===== src/rtl/display_pkg.sv =====
// display_pkg: constants shared by the seven-segment display driver and its
// consumers. Segment bytes are bit7=a ... bit1=g, bit0=dp, active-high, with
// dp shown as 0. Provides the nibble-to-pattern table, digit count, idle
// select value and small select-bus helpers.
package display_pkg;

  typedef logic [7:0] seg_t;
  typedef logic [3:0] nibble_t;

  localparam int unsigned NUM_DIGITS = 8;
  localparam logic [7:0]  SEL_IDLE   = 8'hFF;

  localparam seg_t SEG_0 = 8'hFC;
  localparam seg_t SEG_1 = 8'h60;
  localparam seg_t SEG_2 = 8'hDA;
  localparam seg_t SEG_3 = 8'hF2;
  localparam seg_t SEG_4 = 8'h66;
  localparam seg_t SEG_5 = 8'hB6;
  localparam seg_t SEG_6 = 8'hBE;
  localparam seg_t SEG_7 = 8'hE0;
  localparam seg_t SEG_8 = 8'hFE;
  localparam seg_t SEG_9 = 8'hF6;
  localparam seg_t SEG_A = 8'hEE;
  localparam seg_t SEG_B = 8'h3E;
  localparam seg_t SEG_C = 8'h1A;
  localparam seg_t SEG_D = 8'h7A;
  localparam seg_t SEG_E = 8'h9E;
  localparam seg_t SEG_F = 8'h8E;

  localparam seg_t SEG_TABLE [16] = '{
    SEG_0, SEG_1, SEG_2, SEG_3, SEG_4, SEG_5, SEG_6, SEG_7,
    SEG_8, SEG_9, SEG_A, SEG_B, SEG_C, SEG_D, SEG_E, SEG_F
  };

  // Active-low select is legal when exactly one bit is low.
  function automatic logic sel_is_legal(input logic [7:0] sel);
    return $onehot(~sel);
  endfunction

  // Index of the lowest low bit of an active-low select bus.
  function automatic logic [2:0] sel_index(input logic [7:0] sel);
    logic [2:0] idx;
    idx = '0;
    for (int unsigned i = NUM_DIGITS; i > 0; i--) begin
      if (!sel[i-1]) idx = 3'(i - 1);
    end
    return idx;
  endfunction

endpackage


===== src/rtl/seg_decode.sv =====
// seg_decode: combinational seven-segment decoder.
//   seg    in  7  segments a..g (bit6=a ... bit0=g); dp is not presented
//   nibble out 4  decoded hex value (0 when invalid)
//   valid  out 1  pattern matches one of the 16 hex glyphs
module seg_decode
  import display_pkg::*;
(
  input  logic [6:0] seg,
  output logic [3:0] nibble,
  output logic       valid
);

  always_comb begin
    nibble = '0;
    valid  = 1'b0;
    for (int unsigned i = 0; i < 16; i++) begin
      if (seg == SEG_TABLE[i][7:1]) begin
        nibble = 4'(i);
        valid  = 1'b1;
      end
    end
  end

endmodule


===== src/rtl/display_capture.sv =====
// display_capture: reconstructs the 32-bit value shown on a multiplexed
// seven-segment display from its select and segment pins.
//   STABLE       param  identical samples needed to accept a digit (1..15)
//   clock        in  1  system clock, posedge
//   rst_n        in  1  asynchronous active-low reset
//   selecter_in  in  8  active-low one-hot digit select, 8'hFF idle
//   seg_in       in  8  segment pattern a..g,dp (active-high)
//   err_clr      in  1  synchronous clear of the sticky error flags
//   frame_data   out 32 last complete frame, digit i at [4i+3:4i]
//   frame_valid  out 1  one-cycle pulse when frame_data updates
//   digit_seen   out 8  digits accepted since the last frame completed
//   err_seg      out 1  sticky: undecodable pattern under a legal select
//   err_sel      out 1  sticky: two or more select bits low
module display_capture
  import display_pkg::*;
#(
  parameter int unsigned STABLE = 2
) (
  input  logic        clock,
  input  logic        rst_n,
  input  logic [7:0]  selecter_in,
  input  logic [7:0]  seg_in,
  input  logic        err_clr,
  output logic [31:0] frame_data,
  output logic        frame_valid,
  output logic [7:0]  digit_seen,
  output logic        err_seg,
  output logic        err_sel
);

  localparam logic [3:0] STABLE_CNT = 4'(STABLE);

  logic [7:0] sel_q;
  logic [7:0] seg_q;
  logic [3:0] run_cnt;
  logic [3:0] run_cnt_next;
  logic       same;
  logic       reach;
  logic       acc_q;

  logic [3:0] digit_q [NUM_DIGITS];

  logic       sel_legal;
  logic       sel_idle;
  logic [2:0] sel_idx;
  logic [3:0] dec_nibble;
  logic       dec_valid;

  logic       wr_digit;
  logic       set_err_seg;
  logic       set_err_sel;
  logic [7:0] seen_next;
  logic       frame_done;
  logic [31:0] frame_next;

  // Run tracking against the incoming sample. The accept flag is registered
  // so it lines up with the sample stage that produced it; a saturated run
  // does not re-fire.
  always_comb begin
    same         = (selecter_in == sel_q) && (seg_in == seg_q);
    run_cnt_next = 4'd1;
    if (same) begin
      run_cnt_next = (run_cnt == STABLE_CNT) ? run_cnt : run_cnt + 4'd1;
    end
    reach = (run_cnt_next == STABLE_CNT) && !(same && run_cnt == STABLE_CNT);
  end

  always_ff @(posedge clock or negedge rst_n) begin
    if (!rst_n) begin
      sel_q   <= '0;
      seg_q   <= '0;
      run_cnt <= '0;
      acc_q   <= 1'b0;
    end else begin
      sel_q   <= selecter_in;
      seg_q   <= seg_in;
      run_cnt <= run_cnt_next;
      acc_q   <= reach;
    end
  end

  seg_decode u_seg_decode (
    .seg    (seg_q[7:1]),
    .nibble (dec_nibble),
    .valid  (dec_valid)
  );

  always_comb begin
    sel_legal   = sel_is_legal(sel_q);
    sel_idle    = (sel_q == SEL_IDLE);
    sel_idx     = sel_index(sel_q);
    wr_digit    = acc_q && sel_legal && dec_valid;
    set_err_seg = acc_q && sel_legal && !dec_valid;
    set_err_sel = acc_q && !sel_legal && !sel_idle;
    seen_next   = digit_seen;
    if (wr_digit) seen_next[sel_idx] = 1'b1;
    frame_done  = wr_digit && (seen_next == '1);
  end

  // Frame image including the nibble being written on this edge.
  always_comb begin
    frame_next = '0;
    for (int unsigned i = 0; i < NUM_DIGITS; i++) begin
      frame_next[4*i +: 4] = (wr_digit && sel_idx == 3'(i)) ? dec_nibble : digit_q[i];
    end
  end

  always_ff @(posedge clock or negedge rst_n) begin
    if (!rst_n) begin
      for (int unsigned i = 0; i < NUM_DIGITS; i++) digit_q[i] <= '0;
      digit_seen  <= '0;
      frame_data  <= '0;
      frame_valid <= 1'b0;
    end else begin
      frame_valid <= 1'b0;
      if (wr_digit) digit_q[sel_idx] <= dec_nibble;
      if (frame_done) begin
        frame_data  <= frame_next;
        frame_valid <= 1'b1;
        digit_seen  <= '0;
      end else begin
        digit_seen  <= seen_next;
      end
    end
  end

  always_ff @(posedge clock or negedge rst_n) begin
    if (!rst_n) begin
      err_seg <= 1'b0;
      err_sel <= 1'b0;
    end else begin
      if (set_err_seg)  err_seg <= 1'b1;
      else if (err_clr) err_seg <= 1'b0;
      if (set_err_sel)  err_sel <= 1'b1;
      else if (err_clr) err_sel <= 1'b0;
    end
  end

endmodule


===== config.mk =====
export PLATFORM = sky130hd
export DESIGN_NAME = display_capture
export DESIGN_NICKNAME = d
export VERILOG_FILES = /design/src/rtl/display_pkg.sv /design/src/rtl/seg_decode.sv /design/src/rtl/display_capture.sv
export SDC_FILE = /design/constraint.sdc
export NUM_CORES = 1
export LEC_CHECK = 0
export ABC_CLOCK_PERIOD_IN_PS = 6500
export CORE_ASPECT_RATIO = 1.75
export CORE_MARGIN = 2
export CORE_UTILIZATION = 40
export CTS_CLUSTER_SIZE = 10
export DETAILED_ROUTE_END_ITERATION = 10
export PLACE_DENSITY_LB_ADDON = 0.3
export SKIP_LAST_GASP = 1
export SYNTH_ARGS = -nofsm -noshare
export SYNTH_HDL_FRONTEND = slang
export SYNTH_SLANG_ARGS = --single-unit

===== constraint.sdc =====
create_clock -name clock -period 6.5 [get_ports clock]
set_input_delay 0.65 -clock clock [delete_from_list [all_inputs] [get_ports clock]]
set_output_delay 0.65 -clock clock [all_outputs]
set_load 0.03 [all_outputs]

# Word-level counts from Yosys, hierarchy flattened
# Index checks and enable logic that the tools add are counted.
totals:
  regBits: 96
  inputBits: 19
  output_inout_bits: 43
  elab_cells: 148
classes:
  addsub: 8
  n_lt_le_gt_ge: 4
  eq_ne: 30
  n_mux: 60
  bitwise_logic: 3
  reduce_logical: 26
ops:
  columns: ["cell", "count"]
  rows:
  - ["equality test 7 bit, second input constant", 11]
  - ["2-to-1 mux 4 bit", 19]
  - ["2-to-1 mux 3 bit", 12]
  - ["bitwise mux 32 bit", 1]
  - ["2-to-1 mux 1 bit", 22]
  - ["equality test 7 x 6 -> 1 bit, second input constant", 3]
  - ["logical AND 1 bit", 19]
  - ["equality test 8 bit", 2]
  - ["equality test 8 bit, second input constant", 2]
  - ["2-to-1 mux 8 bit", 2]
  - ["demux 4 bit (select 3 bit)", 1]
  - ["equality test 3 bit, second input constant", 4]
  - ["adder 1 x 1 -> 2 bit", 4]
  - ["equality test 4 x 2 -> 1 bit, second input constant", 2]
  - ["NOT 8 bit", 1]
  - ["OR 8 bit", 1]
  - ["equality test 7 x 4 -> 1 bit, second input constant", 1]
  - ["equality test 7 x 5 -> 1 bit, second input constant", 1]
  - ["adder 2 x 2 -> 3 bit", 2]
  - ["equality test 3 x 2 -> 1 bit, second input constant", 2]
  - ["adder 3 x 3 -> 4 bit", 1]
  - ["adder 4 x 1 -> 4 bit, second input constant", 1]
  - ["equality test 4 x 1 -> 1 bit, second input constant", 1]
  - [">= comparator 4 bit, second input constant", 1]
  - ["other kinds (10)", 15]

# Depth between registers and ports, before layout
# Gate-level depths: netlist of the first run.
logic_depth:
  word_depth: 22
  mapped_depth: 18
  mapped_depth_nobuf: 14

# Cells and area by module
# From an unflattened synthesis of the first run, not the netlist that was laid out.
hier_totals:
  cells_unflattened: 361
  area_unflattened_um2: 4516.8
by_module_without_submodules:
  columns: ["module", "n_inst", "cells_each", "area_per_inst_um2", "seq_area_each_um2"]
  rows:
  - ["display_capture", 1, 297, 4095.2, 2402.3]
  - ["seg_decode", 1, 64, 421.7, 0.0]

# Worst setup path before layout of the first run
# OpenSTA, ideal clock, no wires.
synth_timing:
  kind: "reg2reg"
  startpoint: "reg sel_q[0]"
  endpoint: "reg frame_data[0]"
  setup_time_ns: 0.125
  arrival_time_ns: 4.677
  t_required_ns: 6.375
  slack_ns: 1.698
  path_stages_with_launch: 19
  path_buffers: 4
  period_less_slack_ns: 4.802
  cell_sequence: "dfrtp_1 -> buf_2 -> inv_1 -> fa_1 -> fa_1 -> fa_1 -> ha_1 -> inv_1 -> fa_1 -> a211oi_1 -> mux2_2 -> and2_1 -> clkbuf_1 -> o211a_1 -> nor2_1 -> or4b_1 -> buf_6 -> buf_12 -> mux2_4"
synth_between:
  elab_chain_len: 10
  word_cells_on_any_way: 20
  classes_between: "add/sub (3); order compare (2); eq/ne (2); mux (5); bitwise (2); reduce/logical (6)"
synth_rtl:
  columns: ["element", "line", "text"]
  rows:
  - ["start: declaration", "display_capture.sv:33", "logic [7:0] sel_q;"]
  - ["start signal: assignment", "display_capture.sv:75", "sel_q <= selecter_in;"]
  - ["NOT 8 bit", "display_pkg.sv:37", "return $onehot(~sel);"]
  - ["adder 1 x 1 -> 2 bit (not written as such)", "display_pkg.sv:37", null]
  - ["adder 2 x 2 -> 3 bit (not written as such)", "display_pkg.sv:37", null]
  - ["adder 3 x 3 -> 4 bit (not written as such)", "display_pkg.sv:37", null]
  - ["equality test 4 x 1 -> 1 bit", "display_pkg.sv:37", null]
  - ["logical AND 1 bit (2 in a row)", "display_capture.sv:92", "wr_digit = acc_q && sel_legal && dec_valid;"]
  - ["2-to-1 mux 8 bit", "display_capture.sv:96", "if (wr_digit) seen_next[sel_idx] = 1'b1;"]
  - ["equality test 8 bit", "display_capture.sv:97", "frame_done = wr_digit && (seen_next == '1);"]
  - ["logical AND 1 bit", "display_capture.sv:97", null]
  - ["end signal: assignment", "display_capture.sv:118", "frame_data <= frame_next;"]
  - ["end: declaration", "display_capture.sv:24", "output logic [31:0] frame_data,"]
# Several ways; a longest one is shown, not always the timed one.
# A chain may end at the register's enable or synchronous reset.

# Worst setup path after layout of the first run
layout_timing:
  startpoint: "reg sel_q[0]"
  endpoint: "reg frame_data[19]"
# Same word-level chain as after synthesis.

==> results of run 1 <==
-- cells in the final DEF (no fill, tap or decap), drive strengths merged, types with 4 or more instances in the layout --
cell / netlist / final
dfrtp: 96 / 96
clkdlybuf4s50: 0 / 60
mux2: 33 / 33
o22a: 32 / 32
nor2: 32 / 32
xor2: 19 / 19
inv: 18 / 18
nand3: 14 / 14
clkbuf: 4 / 13
nand2: 12 / 12
a21oi: 9 / 9
and3: 7 / 7
nand4: 6 / 6
nor4: 6 / 6
ha: 6 / 6
nand2b: 5 / 5
nor3: 5 / 5
nor2b: 4 / 4
o22ai: 4 / 4
fa: 4 / 4
-- worst paths after layout --
kind	start	depth (start not counted)	end	slack, ns
max reg2reg	sel_q[0]	14	frame_data[19]	0.59
min reg2reg	digit_q[23]	1	digit_q[23]	0.49
min	rst_n	1	frame_data[22]	0.15
min in group clock	digit_q[23]	1	digit_q[23]	0.49
max in group asynchronous	rst_n	2	digit_q[5]	5.09
max	sel_q[0]	14	frame_data[19]	0.59
-- per-stage QoR --
| step | instance area [um2] | cells | total power [uW] | utilization, % |
|---|---|---|---|---|
| finish | 5500 | 561 | 1260 | 49.5 |
| floorplan | 4540 | 368 | 675 | - |
| global placement | 5170 | 545 | 711 | 46.6 |
| detailed placement | 5170 | 545 | 714 | 46.6 |
| global route | 5500 | 561 | 1320 | 49.5 |
| CTS | 5500 | 561 | 1280 | 49.5 |
-- worst max-delay path, stage by stage, from the launching register on --
cell	delay (ns)
sky130_fd_sc_hd__dfrtp_1	0.50
sky130_fd_sc_hd__inv_1	0.14
sky130_fd_sc_hd__fa_1	0.58
sky130_fd_sc_hd__fa_1	0.43
sky130_fd_sc_hd__fa_1	0.50
sky130_fd_sc_hd__ha_1	0.17
sky130_fd_sc_hd__inv_1	0.06
sky130_fd_sc_hd__fa_1	0.39
sky130_fd_sc_hd__a211oi_1	0.25
sky130_fd_sc_hd__mux2_2	0.25
sky130_fd_sc_hd__nand4_1	0.29
sky130_fd_sc_hd__a31oi_2	0.45
sky130_fd_sc_hd__nor2_1	0.13
sky130_fd_sc_hd__or4b_2	1.17
sky130_fd_sc_hd__mux2_4	0.47
-- kinds of logic (layout without fill, tap and decap cells) --
kind of cell	after synthesis	after routing	share of synthesized area [%]
xor+xnor	20	20	3.85
buf+inv	36	97	4.98
mux	33	33	10.7
compound gates	64	64	11.3
flops	96	96	52.9
fa+ha+maj	10	10	3.41
simple gates	109	109	12.9
-- area by class of cell --
type | count | share of cell area [%]
clock buffer | 13 | 5.10
clock inverter | 3 | 0.865
inverter | 19 | 1.30
multi-input combinational | 236 | 34.8
sequential | 96 | 43.7
tap | 132 | 3.00
timing repair buffer | 62 | 11.2
-- power groups by stage --
stage / clock network (uW) / logic, uW / registers [uW]
final: 562 / 87.5 / 615
after detailed placement: 0 / 88.8 / 625
after CTS: 576 / 89.3 / 614
after floorplan: 0 / 58.8 / 617
after global routing: 604 / 100 / 615
after global placement: 0 / 85.8 / 625
-- sequential cells by signal, indices dropped and copies added (netlist names) --
| register | count |
|---|---|
| frame_data | 32 |
| seg_q | 8 |
| err_sel | 1 |
| frame_valid | 1 |
| acc_q | 1 |
| digit_seen | 8 |
| sel_q | 8 |
| run_cnt | 4 |
| digit_q | 32 |
| err_seg | 1 |
-- per-layer routing --
metal / track usage [%] / up-vias / part of all wire [%]
met1: 21.1 / 1540 / 41
met3: 3.24 / 11 / 3.8
met5: 0 / - / 0
li1: - / 1435 / -
met4: 7.70 / 0 / 2.0
met2: 29.6 / 60 / 53
==> results.ini, run 1 <==
[cells_and_area]
layout.filler_cells=1043
layout-drive-gt1-share_pct=13.8
layout_area_growth_over_synthesis_pct=21.0
final-seq-area_um2=2400
n_antenna_cell=0
multi_input_area_um2=1920
final_net_count=453

[global_routing]
global_route_wire_length_before_repair_um=16900
largest_net_degree_at_the_start_of_global_routing=81
tot_gr_track_use_pct=17.4
first_global_vias=3377
initial_antenna_violation_count=0
global_route.overflow_total=0

[synthesis]
synth_top_flop_cell=sky130_fd_sc_hd__dfrtp_1
ys_top_cells_by_count=sky130_fd_sc_hd__dfrtp_1 (96), sky130_fd_sc_hd__o22a_1 (32), sky130_fd_sc_hd__nor2_1 (31)
number_of_flops_mapped_to_enable_cells_by_yosys=0
syn_area_um2=4540
synth_area_leaders=sky130_fd_sc_hd__dfrtp_1 (53%), sky130_fd_sc_hd__mux2_4 (9.9%), sky130_fd_sc_hd__o22a_1 (6.2%)
yosys_warnings=0
synth.most_common_cell=sky130_fd_sc_hd__dfrtp_1
netlist.area_leader.share_pct=52.9
synth.net_count=397
synth-seq-cells=96
synth.largest_area_cell=sky130_fd_sc_hd__dfrtp_1
syn-mean-instance-area_um2=12.3
synth.distinct_cells=55
seq_area_frac_synth_pct=52.9
synthCells=368
ys_async_sr_fraction_pct=100

[route]
drcViolationCount=0
drt-wirelength-per-cell_um=17.8
postRouteAntennaNets=0
drt-vias-per-instance=5.43
totalWireLength_um=10000
detailedRoute.firstPassIterationCount=4
initialDrtViolationCount=120
num_vias=3046

[clock_network]
cts_post_setup_buffers_inserted=0
clkSlewWorstSetupHoldPaths_ns=0.06
htree_num_levels=3
cts_inserted_buffers=9
postCtsHoldBufs=0
cts_root_buf=sky130_fd_sc_hd__clkbuf_16
cts.path.max_buffers=2
cts.repair.resized=0
insertion_delay_ns=0.34
cts_tree=built
sink_count_of_the_clock_tree=96

[power]
seqPwrFrac_pct=48.6
power.net_switching_uw=285
p_int_uw=979
switching_share_pct=22.5
total_leakage_power_uw=0.00256
p_clk_share_pct=44.4
comb_power_share_pct=6.9
power-per-cell-area_nw_per_um2=230
vdd_drop_max_v=0.000194

[placed_design]
gp_congestion=0.907
hpwl_um=7120
preCtsSetupSlack_ns=0.659
port_buffers=61

[sta]
setup_tns_ns=0
timing.clock.skew_ns=0.00682
worst_pin_slew_ns=1.20
setup_viol=0
holdWs_ns=0.154
worst_slew_margin_rel_pct=20.0
final-max-slew-violation-count=0
grt_setup_unrepaired=false
final_hold_viol_count=0
min_period_over_period_pct=90.9
setup_slack_ns=0.589
shortest_clock_period_the_worst_path_allows_after_layout_ns=5.91
achievable-frequency_mhz=169

[die]
fp.dieArea_um2=12300
io_pins=62
start_util_pct=40.9
rows=51
die-height_um=145
core_area_um2=11100
die_width_um=84.6

[critical_path]
crit_type=reg2reg
critPathCaptureType=flop
critPathLaunchType=flop
worst-endpoint-arrival_ns=6.14
worst_ep_required_time_ns=6.73
critical_path.max_fanout=32

[run_status]
outcome=finished, final reports clean

[worst_hold_path]
hold_class=in2async

[flow_run]
maxCapViolCount=0

No activity file was read; power rests on OpenSTA's default activity.
==> inputs of run 2 (changes only) <==
- SKIP_CTS_REPAIR_TIMING: default -> 1
- TNS_END_PERCENT: default -> 10
==> results of run 2 <==
Same layout as run 1: the final DEF is identical, and so are final timing and power.
